`config.mk`:
```
export PLATFORM = sky130hd
export DESIGN_NAME = conv1_maxpool
export DESIGN_NICKNAME = d
export VERILOG_FILES = /design/src/rtl/conv1_maxpool_pkg.sv /design/src/rtl/conv1_max2.sv /design/src/rtl/conv1_maxpool.sv
export SDC_FILE = /design/constraint.sdc
export NUM_CORES = 1
export LEC_CHECK = 0
export BUFFER_PORTS_ARGS = -buffer_cell sky130_fd_sc_hd__buf_4
export CELL_PAD_IN_SITES_DETAIL_PLACEMENT = 1
export CELL_PAD_IN_SITES_GLOBAL_PLACEMENT = 2
export CORE_MARGIN = 2
export CORE_UTILIZATION = 25
export CTS_BUF_LIST = sky130_fd_sc_hd__clkbuf_16
export DETAILED_ROUTE_END_ITERATION = 16
export PLACE_DENSITY_LB_ADDON = 0.1
export SYNTH_ARGS = -nofsm -noshare
export SYNTH_HDL_FRONTEND = slang
export SYNTH_SLANG_ARGS = --single-unit
export TNS_END_PERCENT = 10
```
`constraint.sdc`:
```
create_clock -name conv1_pool_clk -period 4.8 [get_ports conv1_pool_clk]
set_input_delay 0.24 -clock conv1_pool_clk [delete_from_list [all_inputs] [get_ports conv1_pool_clk]]
set_output_delay 0.24 -clock conv1_pool_clk [all_outputs]
set_load 0.005 [all_outputs]
```
`src/rtl/conv1_maxpool_pkg.sv`:
```
// Shared definitions for the conv1 max-pooling stage of the LeNet datapath.
package conv1_maxpool_pkg;

  // Default width of one conv1 output pixel (signed two's complement).
  localparam int OPERAND_WDTH = 19;

  // One conv1 output pixel at the default width.
  typedef logic signed [OPERAND_WDTH-1:0] pixel_t;

endpackage : conv1_maxpool_pkg

```
`src/rtl/conv1_max2.sv`:
```
// Combinational signed two-input maximum, the leaf of the 2x2 pooling tree.
module conv1_max2
  import conv1_maxpool_pkg::*;
#(
  parameter int WDTH = OPERAND_WDTH
) (
  input  logic signed [WDTH-1:0] a,
  input  logic signed [WDTH-1:0] b,
  output logic signed [WDTH-1:0] y
);

  // Both operands are declared signed, so the comparison is two's complement.
  // On a tie either operand is the same value, so the choice does not matter.
  assign y = (a >= b) ? a : b;

endmodule : conv1_max2

```
`src/rtl/conv1_maxpool.sv`:
```
// 2x2 non-overlapping max pooling over two vertically adjacent conv1 rows.
// Each window's maximum is registered, giving one cycle of latency at full
// throughput. The output register is the only state in the block.
module conv1_maxpool
  import conv1_maxpool_pkg::*;
#(
  parameter int OPERAND_WDTH    = conv1_maxpool_pkg::OPERAND_WDTH,
  parameter int NUM_PIXELS_BUF  = 4,
  parameter int NUM_PIXELS_POOL = 2
) (
  input  logic                                             conv1_pool_clk,
  input  logic                                             conv1_pool_rst,
  input  logic [NUM_PIXELS_BUF-1:0][OPERAND_WDTH-1:0]      conv1_pool_a_i,
  input  logic [NUM_PIXELS_BUF-1:0][OPERAND_WDTH-1:0]      conv1_pool_b_i,
  output logic [NUM_PIXELS_POOL-1:0][OPERAND_WDTH-1:0]     conv1_max_pool_o
);

  // Each output pixel consumes exactly two pixels from each row.
  if (NUM_PIXELS_BUF != 2 * NUM_PIXELS_POOL) begin : gen_param_check
    $error("conv1_maxpool: NUM_PIXELS_BUF must equal 2*NUM_PIXELS_POOL");
  end

  // Combinational window maxima, one per pooled pixel.
  logic [NUM_PIXELS_POOL-1:0][OPERAND_WDTH-1:0] pooled;

  for (genvar i = 0; i < NUM_PIXELS_POOL; i++) begin : gen_win
    logic signed [OPERAND_WDTH-1:0] row_a_max;
    logic signed [OPERAND_WDTH-1:0] row_b_max;
    logic signed [OPERAND_WDTH-1:0] win_max;

    // Horizontal pair maximum in row A.
    conv1_max2 #(.WDTH(OPERAND_WDTH)) u_max_a (
      .a (conv1_pool_a_i[2*i]),
      .b (conv1_pool_a_i[2*i+1]),
      .y (row_a_max)
    );

    // Horizontal pair maximum in row B.
    conv1_max2 #(.WDTH(OPERAND_WDTH)) u_max_b (
      .a (conv1_pool_b_i[2*i]),
      .b (conv1_pool_b_i[2*i+1]),
      .y (row_b_max)
    );

    // Vertical combine of the two pair maxima gives the window maximum.
    conv1_max2 #(.WDTH(OPERAND_WDTH)) u_max_ab (
      .a (row_a_max),
      .b (row_b_max),
      .y (win_max)
    );

    assign pooled[i] = win_max;
  end : gen_win

  // Output register: synchronous reset wins over data; otherwise load every cycle.
  always_ff @(posedge conv1_pool_clk) begin
    // NOTE: state is updated with non-blocking assignments so every register
    // samples pre-edge values regardless of process ordering in simulation.
    if (conv1_pool_rst) begin
      conv1_max_pool_o <= '0;
    end else begin
      conv1_max_pool_o <= pooled;
    end
  end

endmodule : conv1_maxpool

```
==> results.cfg, run 1 <==
[timing]
tightest_slew_ps = 875.0
hold_viol = 0
relSlewSlack_pct = 40.93
fin_tns_setup_ps = 0
grt_setup_unrepaired = no
post-route-period-util_pct = 85.71
max_freq_mhz = 243.1
setup_viol = 0
drv_slew = 0
period_minus_slack_ps = 4114
fin_ws_ps = 685.8

[floorplan]
initial_core_util_pct = 25.65
num_rows = 50
design.core.area_mm2 = 0.01883
dieArea_mm2 = 0.02045
die_w_um = 143.0
io_pins = 192
die_h_um = 143.0

[yosys]
synthesis.instances = 553
syn_avg_cell_area_um2 = 8.736
synth_ff_type = dfxtp_1
ys_async_sr_fraction_pct = 0
ys_seq_elements = 38
synth_edf_count = 0
yosysSeqAreaShare_pct = 15.75
syn_area_mm2 = 0.004831
ys_types = 51
ys_warn_count = 0
synth_nets = 821

[cts]
clock_sinks = 38
clk_transition_reported_paths_ps = 60
root_buffer = clkbuf_16
cts_buffer_depth = 2
cts_made_buffers = 5
postCtsSetupBuffers = 0
cts_resized = 0
cts_tree = done
h-tree-depth = 2
cts_hold_buffers = 0

[global_routing]
antenna_found_initial = 0
grt_pass1_vias = 5106
overflow = 0
track_usage_pct = 15.80
met3_usage_pct = 3.957
grt_use_met1_pct = 17.93
grt_pass1_wl_mm = 25.23
grt_max_degree = 20
busiest_layer = met2
grt_use_met2_pct = 29.54

[final_layout]
multiInputGateArea_mm2 = 0.003623
largest_register = conv1_max_pool_o
fin_nets = 1017
drive_above_1_share_pct = 32.04
area_growth_pct = 39.24
fillers = 2222
largestRegisters = conv1_max_pool_o x38
largest_reg_flops = 38
regArea_um2 = 760.7
final_common_cell = buf_4
diodes = 0
final_cell_mix = buf_4 (201), ha_1 (114), inv_1 (102), mux2i_1 (57), dfxtp_1 (38)

[worst_setup_path]
slowest_stage = nand4_2
slowest_delay_ps = 470
startpoint_type = input port
cp_max_fo = 19
crit_path_cell_trace = buf_4 -> ha_1 -> and3_1 -> a221oi_1 -> nand3_1 -> a22o_1 -> buf_4 -> mux2i_1 -> inv_1 -> ha_1 -> nand4_1 -> nor4_1 -> o31ai_1 -> o211ai_1 -> or2_2 -> nand4_2 -> o22ai_1
required_ps = 5000
critPathCaptureType = flip-flop
critPathArrivalTime_ps = 4320
setup.worst_path.class = input port to flip-flop

[power_and_ir_drop]
pwr_density_cell_mw_per_mm2 = 237.4
p_leak_nw = 3.669
irDropWorstVdd_mv = 0.1123

[min_path]
hold-path-cell-count = 3
min_from = conv1_pool_a_i[21]
worst_hold_path.endpoint = conv1_max_pool_o[2]
hold_class = input port to flip-flop

[route]
first_iter_violations = 56
ant_nets = 0
drc = 0
drt-total-wl_mm = 16.12
vias_per_cell = 4.657
dr.pass1.iters = 4
wl_per_cell_um = 15.97
via_count = 4699

[placed_design]
hpwl_mm = 14.41
io_buffers = 191
preCtsSetupSlack_ps = 341.1
gp_congestion = 0.7546

[job]
cap_violations = 0

[status]
status = complete, no violations
-- per-layer routing --
layer / share of wire [%] / wire, µm / vias to the layer above
met2: 51 / 8176 / 115
met4: 1.1 / 170 / 0
met3: 6.1 / 985 / 8
met1: 42 / 6785 / 2187
met5: 0 / 0 / -
li1: - / - / 2389
-- kinds of logic after synthesis --
logic type	count (synthesis)	share of synthesized area [%]
AND/OR/NAND/NOR	88	9.428
flip-flops	38	15.75
AO/OA/AOI/OAI	125	18.75
adder cells (fa/ha/maj)	114	29.53
buffers and inverters	112	9.609
multiplexers	76	16.94
-- worst max path at each step --
stage | startpoint | end | slack, ps | cells after the start
6_report | conv1_pool_a_i[7] | conv1_max_pool_o[5] | 690 | 17
5_1_grt | conv1_pool_b_i[10] | conv1_max_pool_o[11] | 270 | 17
4_1_cts | conv1_pool_a_i[7] | conv1_max_pool_o[5] | 660 | 17
3_5_place_dp | conv1_pool_a_i[7] | conv1_max_pool_o[5] | 340 | 17
3_3_place_gp | conv1_pool_a_i[7] | conv1_max_pool_o[14] | 550 | 17
2_1_floorplan | conv1_pool_a_i[38] | conv1_max_pool_o[27] | 890 | 18
-- power breakdown --
part	total (mW)	internal, mW	switching (mW)	leakage (nW)
clock	0.324	0.186	0.138	0.0723
sequential	0.417	0.392	0.0244	0.316
combinational	0.856	0.435	0.421	3.28
total	1.60	1.01	0.583	3.67
-- critical path: cells and delay by family --
family | cells | cell delay [ps]
and+or+nand+nor | 6 | 1570
buffers and inverters | 3 | 420
adders and majority gates | 2 | 640
muxes | 1 | 230
AOI/OAI and AO/OA | 5 | 1220
-- through the flow --
stage	instances	area [µm²]	hold slack (ps)	utilization [%]	power, mW
CTS	1009	6726	244.0	35.72	1.636
global route	1009	6726	275.7	35.72	1.740
detailed placement	1002	6594	555.8	35.02	1.296
finish	1009	6726	253.2	35.72	1.597
global placement	1002	6594	544.1	35.02	1.276
floorplan	553	4831	414.9	-	0.9044
-- final cells by class --
class                   count  share of cell area, %
repair buffers            201                  22.43
clock inverters             2                 0.1116
well taps                 260                  4.836
flip-flops and latches     38                  11.31
multi-input cells         403                  53.87
clock buffers               5                  1.860
inverters                 100                  5.580
-- cells in the mapped netlist (5+ instances only) --
master / instances / share of area, %
a211oi_1: 7 / 1.1
a21o_1: 12 / 1.9
a21oi_1: 30 / 3.1
dfxtp_1: 38 / 16
ha_1: 114 / 30
inv_1: 100 / 7.8
mux2_2: 10 / 2.3
mux2_4: 9 / 2.8
mux2i_1: 57 / 12
nand2_1: 26 / 2.0
nand2b_1: 6 / 0.78
nand3_1: 10 / 1.0
nand4_1: 13 / 1.7
nor2_1: 15 / 1.2
o21ai_0: 13 / 1.3
o22ai_1: 19 / 2.5
o2bb2ai_1: 14 / 2.5
o2bb2ai_2: 5 / 1.6
Power figures use the tool's default switching activity.
==> run 2: changes to the inputs <==
SLEW_MARGIN = 10   (was default)
clock period = 3.3 ns   (was 4.8 ns; I/O delays follow)
==> run 2 against run 1 <==
  * The run now ends with setup timing left
  * Cell count is 17% higher
  * First-iteration DRC count increased by 36%
  * Setup slack got worse by 1100 ps
==> results.cfg, run 2 (synthesized netlist as in run 1, its figures left out) <==
[global_routing]
grt_pass1_vias = 6129
grt_max_degree = 19
track_usage_pct = 18.76
overflow = 0
grt_pass1_wl_mm = 30.22
antenna_found_initial = 0

[final_layout]
largestRegisters = conv1_max_pool_o x38
diodes = 0
fin_nets = 1190
final_common_cell = buf_4
drive_above_1_share_pct = 60.74
final_cell_mix = buf_4 (351), inv_1 (83), ha_1 (76), ha_4 (38), dfxtp_1 (38)
regArea_um2 = 760.7
largest_reg_flops = 38
multiInputGateArea_mm2 = 0.004861
fillers = 2125
largest_register = conv1_max_pool_o
area_growth_pct = 96.19

[cts]
clk_transition_reported_paths_ps = 60
clock_sinks = 38
h-tree-depth = 2
root_buffer = clkbuf_16
cts_tree = done
cts_hold_buffers = 0
cts_made_buffers = 5
cts_buffer_depth = 2

[route]
dr.pass1.iters = 4
wl_per_cell_um = 16.58
first_iter_violations = 76
drt-total-wl_mm = 19.60
drc = 0
via_count = 5496
ant_nets = 0
vias_per_cell = 4.650

[floorplan]
io_pins = 192
initial_core_util_pct = 25.65
dieArea_mm2 = 0.02045
die_w_um = 143.0
die_h_um = 143.0
design.core.area_mm2 = 0.01883
num_rows = 50

[power_and_ir_drop]
pwr_density_cell_mw_per_mm2 = 332.9
p_leak_nw = 4.617
irDropWorstVdd_mv = 0.1855

[timing]
drv_slew = 0
max_freq_mhz = 272.1
relSlewSlack_pct = 74.87
period_minus_slack_ps = 3675
post-route-period-util_pct = 111.4
fin_ws_ps = -375.3
setup_viol = 38
tightest_slew_ps = 366.5
hold_viol = 0
grt_setup_unrepaired = yes
holdWs_ps = 194.6
fin_tns_setup_ps = -10560

[worst_setup_path]
cp_max_fo = 8
setup.worst_path.class = input port to flip-flop
critPathArrivalTime_ps = 3840
required_ps = 3470
startpoint_type = input port
critPathCaptureType = flip-flop

[min_path]
worst_hold_path.endpoint = conv1_max_pool_o[11]
min_from = conv1_pool_a_i[11]
hold_class = input port to flip-flop
hold-path-cell-count = 3

[placed_design]
gp_congestion = 0.8112
io_buffers = 191
hpwl_mm = 15.92

[status]
violations = setup timing
status = finished, violations left

[job]
cap_violations = 0
run 2: critical path, cell delays in order:
cell and delay [ps]:
buf_4 120, ha_1 330, a21oi_2 150, o21a_1 190
o31ai_4 90, a211oi_2 220, o21a_1 220, buf_8 200
mux2i_1 390, ha_4 270, nand4_1 180, nor2_1 90
a221oi_2 270, o211ai_1 170, or2_4 330, nand4_4 180
clkbuf_16 190, o22ai_2 80
run 2: per-stage QoR:
stage / instance area (µm²) / worst slack, ps / utilization [%] / total power [mW] / std cells
after global routing: 9478 / -547.9 / 50.33 / 3.384 / 1182
after detailed placement: 8142 / -729.0 / 43.24 / 2.272 / 1160
after CTS: 8718 / -372.1 / 46.30 / 2.932 / 1174
after floorplan: 5141 / -252.8 / - / 1.399 / 553
after global placement: 8142 / -643.2 / 43.24 / 2.203 / 1160
final: 9478 / -375.3 / 50.33 / 3.155 / 1182
run 2: worst max-delay path by stage:
stage / to / cells after the start / start / slack (ps)
2_1_floorplan: conv1_max_pool_o[27] / 17 / conv1_pool_a_i[38] / -250
3_3_place_gp: conv1_max_pool_o[37] / 20 / conv1_pool_b_i[38] / -640
3_5_place_dp: conv1_max_pool_o[3] / 19 / conv1_pool_b_i[0] / -730
4_1_cts: conv1_max_pool_o[10] / 19 / conv1_pool_a_i[12] / -370
5_1_grt: conv1_max_pool_o[6] / 19 / conv1_pool_a_i[26] / -550
6_report: conv1_max_pool_o[18] / 18 / conv1_pool_b_i[6] / -380
run 2: timing repair:
item	in CTS	in global routing
endpoints found under the hold margin	0	0
setup buffers	3	5
setup endpoints to repair	38	38
resized for setup	66	107
gates cloned	4	3
pin swaps	19	32
run 2: cell type report:
type                    instances  share of cell area (%)
well taps                     260                   3.432
repair buffers                372                   31.68
clock buffers                   5                   1.320
multi-input cells             405                   51.29
clock inverters                 2                 0.07921
flip-flops and latches         38                   8.026
inverters                     100                   4.172
run 2: where the power goes:
part / total (mW) / internal, mW / switching [mW]
Clock: 0.469 / 0.271 / 0.198
Combinational: 2.07 / 1.17 / 0.906
Sequential: 0.612 / 0.571 / 0.0411
Total: 3.16 / 2.01 / 1.14
run 2: layer usage:
metal  vias up  global-route usage, %  part of all wire (%)
met2       128                  37.62                    56
met3        19                  3.085                   4.5
li1       2744                      -                     -
met1      2605                  19.71                    38
met4         0                  5.524                   1.5
met5         -                      0                     0
